`config.mk`:
```
export PLATFORM = sky130hd
export DESIGN_NAME = eth_mac_tx_framer
export DESIGN_NICKNAME = d
export VERILOG_FILES = /design/src/rtl/network_pkg.sv /design/src/rtl/crc32_byte.sv /design/src/rtl/eth_mac_tx_framer.sv
export SDC_FILE = /design/constraint.sdc
export NUM_CORES = 1
export LEC_CHECK = 0
export ABC_CLOCK_PERIOD_IN_PS = 3420
export CAP_MARGIN = 20
export CORE_UTILIZATION = 40
export DETAILED_ROUTE_END_ITERATION = 7
export PLACE_DENSITY = 0.62
export SYNTH_ARGS = -nofsm -noshare
export SYNTH_HDL_FRONTEND = slang
export SYNTH_SLANG_ARGS = --single-unit
```
`constraint.sdc`:
```
create_clock -name i_clk -period 3.42 [get_ports i_clk]
set_input_delay 0.513 -clock i_clk [delete_from_list [all_inputs] [get_ports i_clk]]
set_output_delay 0.513 -clock i_clk [all_outputs]
set_load 0.01 [all_outputs]
```
`src/rtl/network_pkg.sv`:
```
// Ethernet constants and TX framer state encoding, shared by the TX and RX datapaths.
package network_pkg;

  localparam logic [7:0]  ETH_PREAMBLE    = 8'h55;
  localparam logic [7:0]  ETH_SFD         = 8'hD5;
  localparam logic [31:0] CRC32_POLY_REFL = 32'hEDB88320;
  localparam logic [31:0] CRC32_INIT      = 32'hFFFFFFFF;
  localparam logic [31:0] CRC32_RESIDUE   = 32'hDEBB20E3;

  typedef enum logic [3:0] {
    TX_IDLE,
    TX_PREAMBLE,
    TX_SFD,
    TX_DATA,
    TX_PAD,
    TX_FCS,
    TX_ERR,
    TX_DRAIN,
    TX_IFG
  } tx_state_t;

endpackage

```
`src/rtl/crc32_byte.sv`:
```
// Combinational reflected CRC-32 update for one byte (no init, no final inversion).
module crc32_byte
  import network_pkg::*;
(
  input  logic [31:0] crc_i,
  input  logic [7:0]  data_i,
  output logic [31:0] crc_o
);

  logic [31:0] c;

  always_comb begin
    c = crc_i ^ {24'h0, data_i};
    for (int i = 0; i < 8; i++) begin
      c = c[0] ? ((c >> 1) ^ CRC32_POLY_REFL) : (c >> 1);
    end
    crc_o = c;
  end

endmodule

```
`src/rtl/eth_mac_tx_framer.sv`:
```
// GMII TX framer: preamble/SFD, payload, zero pad, CRC-32 FCS and inter-frame gap.
// All GMII outputs registered; a byte accepted in cycle t is on o_gmii_txd in cycle t+1.
module eth_mac_tx_framer
  import network_pkg::*;
#(
  parameter int IFG_BYTES    = 12,
  parameter int MIN_PAYLOAD  = 60,
  parameter int PREAMBLE_LEN = 7
) (
  input  logic       i_clk,
  input  logic       i_reset_n,
  input  logic [7:0] s_axis_tdata,
  input  logic       s_axis_tvalid,
  input  logic       s_axis_tlast,
  output logic       s_axis_tready,
  output logic [7:0] o_gmii_txd,
  output logic       o_gmii_txen,
  output logic       o_gmii_txer,
  output logic       o_frame_done
);

  localparam logic [10:0] PRE_LAST = 11'(PREAMBLE_LEN - 1);
  localparam logic [10:0] MIN_CNT  = 11'(MIN_PAYLOAD);
  localparam logic [10:0] IFG_LAST = 11'(IFG_BYTES);

  tx_state_t   state_q;
  logic [10:0] cnt_q, cnt_inc_d;
  logic [31:0] crc_q, crc_d, fcs_d;
  logic [7:0]  crc_byte_d, fcs_byte_d, txd_q;
  logic        txen_q, txer_q, done_q;

  assign s_axis_tready = (state_q == TX_DATA) || (state_q == TX_DRAIN);
  assign cnt_inc_d     = (cnt_q == 11'h7FF) ? cnt_q : cnt_q + 11'd1;
  assign crc_byte_d    = (state_q == TX_DATA) ? s_axis_tdata : 8'h00;
  assign fcs_d         = ~crc_q;
  assign fcs_byte_d    = fcs_d[{cnt_q[1:0], 3'b000} +: 8];

  crc32_byte u_crc (
    .crc_i  (crc_q),
    .data_i (crc_byte_d),
    .crc_o  (crc_d)
  );

  always_ff @(posedge i_clk or negedge i_reset_n) begin
    if (!i_reset_n) begin
      state_q <= TX_IDLE;
      cnt_q   <= '0;
      crc_q   <= CRC32_INIT;
      txd_q   <= 8'h00;
      txen_q  <= 1'b0;
      txer_q  <= 1'b0;
      done_q  <= 1'b0;
    end else begin
      txd_q  <= 8'h00;
      txen_q <= 1'b0;
      txer_q <= 1'b0;
      done_q <= 1'b0;
      case (state_q)
        // The first preamble byte is issued on the IDLE exit so txen rises one cycle after tvalid.
        TX_IDLE: if (s_axis_tvalid) begin
          state_q <= TX_PREAMBLE;
          txd_q   <= ETH_PREAMBLE;
          txen_q  <= 1'b1;
          cnt_q   <= 11'd1;
        end
        TX_PREAMBLE: begin
          txd_q  <= ETH_PREAMBLE;
          txen_q <= 1'b1;
          cnt_q  <= cnt_q + 11'd1;
          if (cnt_q == PRE_LAST) state_q <= TX_SFD;
        end
        TX_SFD: begin
          txd_q   <= ETH_SFD;
          txen_q  <= 1'b1;
          crc_q   <= CRC32_INIT;
          cnt_q   <= '0;
          state_q <= TX_DATA;
        end
        TX_DATA: begin
          txen_q <= 1'b1;
          if (s_axis_tvalid) begin
            txd_q <= s_axis_tdata;
            crc_q <= crc_d;
            cnt_q <= cnt_inc_d;
            if (s_axis_tlast) begin
              if (cnt_inc_d < MIN_CNT) begin
                state_q <= TX_PAD;
              end else begin
                state_q <= TX_FCS;
                cnt_q   <= '0;
              end
            end
          end else begin
            txer_q  <= 1'b1;
            done_q  <= 1'b1;
            state_q <= TX_ERR;
          end
        end
        TX_PAD: begin
          txen_q <= 1'b1;
          crc_q  <= crc_d;
          if (cnt_inc_d == MIN_CNT) begin
            state_q <= TX_FCS;
            cnt_q   <= '0;
          end else begin
            cnt_q <= cnt_inc_d;
          end
        end
        TX_FCS: begin
          txd_q  <= fcs_byte_d;
          txen_q <= 1'b1;
          cnt_q  <= cnt_q + 11'd1;
          if (cnt_q[1:0] == 2'd3) begin
            done_q  <= 1'b1;
            state_q <= TX_IFG;
            cnt_q   <= '0;
          end
        end
        // Underflow can only happen before tlast is accepted, so the rest of the frame is always drained.
        TX_ERR: state_q <= TX_DRAIN;
        TX_DRAIN: if (s_axis_tvalid && s_axis_tlast) begin
          state_q <= TX_IFG;
          cnt_q   <= '0;
        end
        // IFG_BYTES+1 gap cycles here, so IDLE's decision cycle lands on the last idle wire byte.
        TX_IFG: begin
          if (cnt_q == IFG_LAST) begin
            state_q <= TX_IDLE;
            cnt_q   <= '0;
          end else begin
            cnt_q <= cnt_q + 11'd1;
          end
        end
        default: state_q <= TX_IDLE;
      endcase
    end
  end

  assign o_gmii_txd   = txd_q;
  assign o_gmii_txen  = txen_q;
  assign o_gmii_txer  = txer_q;
  assign o_frame_done = done_q;

endmodule

```
==> run summary <==
Post-route DRC: 0
status: finished, final reports clean
final worst path period need: 2.711 ns
Die X: 102.7 um
initial antenna violation count: 0
WP buf/inv: 0
Final setup viols: 0
Pwr Density: 312.3 nW/um^2
post-synthesis net count: 429
# IOs: 24
register area share after synthesis: 0.3678
critical path class: flip-flop to flip-flop
Worst path max stage delay: 0.40 ns
largest net degree at the start of global routing: 42
Synth Instances: 413
Worst setup EP type: flip-flop
Pre-Repair DR Iteration Count: 4
gr ovfl total: 0
commonest non-fill, non-tap cell in the layout: nor2_1
Post-CTS Hold Buffers: 0
Die H: 102.7 um
GRT Total Usage: 0.2054
Buffers on Ports: 23
die area: 10,540 sq um
# rows: 36
Worst setup SP type: flip-flop
critical path's slowest cell: a41o_1
vias: 3,127
maxcap violations: 0
Post-synth ARST share: 1.000
Worst-path clk slew: 0.07 ns
Achievable Freq: 0.3688 GHz
Min-Delay Path Class: input pin to async pin
clock buffer depth: 2
critical path arrival: 2.94 ns
Worst EP required: 3.65 ns
setup_tns: 0 ns
Yosys reg bits: 58
htree depth: 3
core box area: 9819 sq um
number of global-route vias before repair: 3,129
n_diodes: 0
Area Growth Syn to Fin: 13.92%
worst hold slack: 0.3082 ns
Synth Flop Type: dfstp_2
vias per cell: 5.505
crit-path cells: ha_1, and4_1, nand2_1, xnor2_1, nor3_1, a41o_1, and3_1, o221ai_1, a32o_1
Final period util: 0.7928
Static Leak: 1.729 nW
insertion delay to the later sink of the worst-skew pair: 0.34 ns
CTS tree: done
commonest non-fill, non-tap cells in the layout: nor2_1 (45), a21oi_1 (38), xnor2_1 (33), dfstp_2 (32), nand2_1 (29)
clk root buf: clkbuf_8
EDFF count, synth: 0
Routed WL: 9.778 mm
CTS Buf Count: 9
Worst VDD drop: 157.3 uV
worst-margin pin slew: 0.9363 ns
relative slew slack: 0.3758
layout cells sized above 1: 0.2069
Syn Area/Cell: 9.819 sq um
clock skew: 0.01153 ns
GP Congestion: 0.8590
mapped cell area: 4055 sq um
first-pass GRT wire length: 16.24 mm
total chip power: 1.443 mW
initial DRC count: 128
HPWL after detailed placement: 6.773 mm
RSZ-0062 raised after global routing: false
Syn. warnings: 0
Pins Over Slew Limit: 0
Largest delay share family, worst path: simple AND/OR/NAND/NOR gates
Initial Utilization: 0.4130
Final Util: 0.4704
CP Max Fanout: 10
final hold vios: 0
post-route ant nets: 0
drt wl/cell: 17.21 um
Net count, final: 446
clk sinks: 58
Netlist cell types: 58
post_cts resized: 0
Setup Fix Bufs, Post-CTS: 0
==> metal layers <==
metal	wire length, um	GRT usage
met1	4373	0.2627
met2	4911	0.3508
met3	371	0.04000
met4	121	0.06154
met5	0	0
==> per-stage QoR <==
step | setup WS (ns) | instances | area (sq um)
finish | 0.7087 | 568 | 4619
global route | 0.4866 | 568 | 4619
CTS | 0.7342 | 568 | 4619
detailed placement | 0.5735 | 552 | 4400
global placement | 0.5933 | 552 | 4400
floorplan | 0.9665 | 413 | 4055
==> flip-flops by register name (all words and copies together) (netlist names) <==
register / count
cnt_q: 11
crc_q: 32
o_frame_done: 1
o_gmii_txd: 8
o_gmii_txen: 1
o_gmii_txer: 1
state_q: 4
==> cells in the mapped netlist (all sizes together), types with 4 or more instances <==
cell type,instances,area [sq um]
and3,4,25.02
o21ai,19,95.09
a31oi,8,50.05
o211ai,6,45.04
o22a,5,43.79
nand3,13,65.06
xor2,34,436.7
nand4,4,25.02
buf,12,65.06
dfstp,32,840.8
nor2,45,168.9
mux4,8,180.2
clkbuf,14,52.55
a21oi,39,195.2
ha,4,50.05
nand2,34,150.1
or3,5,31.28
xnor2,40,436.7
nor3,4,20.02
dfrtp,26,650.6
inv,12,45.04
==> final timing paths <==
check / start / to / slack, ns / cells after the start
worst max-delay path: cnt_q[0]$_DFFE_PN0P_ / cnt_q[1]$_DFFE_PN0P_ / 0.71 / 9
worst min-delay path: i_reset_n / o_gmii_txen$_DFF_PN0_ / 0.31 / 1
worst max register to register: cnt_q[0]$_DFFE_PN0P_ / cnt_q[1]$_DFFE_PN0P_ / 0.71 / 9
worst min register to register: crc_q[8]$_DFFE_PN1P_ / crc_q[8]$_DFFE_PN1P_ / 0.51 / 2
max in group asynchronous: i_reset_n / crc_q[15]$_DFFE_PN1P_ / 2.24 / 2
min in group i_clk: crc_q[8]$_DFFE_PN1P_ / crc_q[8]$_DFFE_PN1P_ / 0.51 / 2
==> final cells by class <==
cell class	instances	area, sq um
Multi-Input combinational cell	317	2405
Inverter	12	45.04
Clock inverter	5	77.57
Clock buffer	11	141.4
Tap cell	133	166.4
Timing Repair Buffer	32	292.8
Fill cell	950	5200
Sequential cell	58	1491
==> report_power, final <==
group | total, mW | leakage, nW | internal [mW] | switching, mW
sequential | 0.688 | 0.664 | 0.688 | 0
combinational | 0.0356 | 0.956 | 0.0137 | 0.0219
clock | 0.719 | 0.109 | 0.428 | 0.291
total | 1.44 | 1.73 | 1.13 | 0.313
==> logic make-up after synthesis <==
logic type | after synthesis | synth area share
xor+xnor | 74 | 0.2154
flops | 58 | 0.3678
buf+inv | 38 | 0.04011
mux | 9 | 0.04690
fa+ha+maj | 4 | 0.01234
simple gates | 122 | 0.1453
compound gates | 108 | 0.1722
==> worst register-to-register path: stages (launching register included) <==
cell and delay [ns]:
dfrtp_1 0.36, ha_1 0.32, and4_1 0.30, nand2_1 0.13, xnor2_1 0.15, nor3_1 0.27, a41o_1 0.40, and3_1 0.24
o221ai_1 0.13, a32o_1 0.29
(Power assumes the default switching activity.)
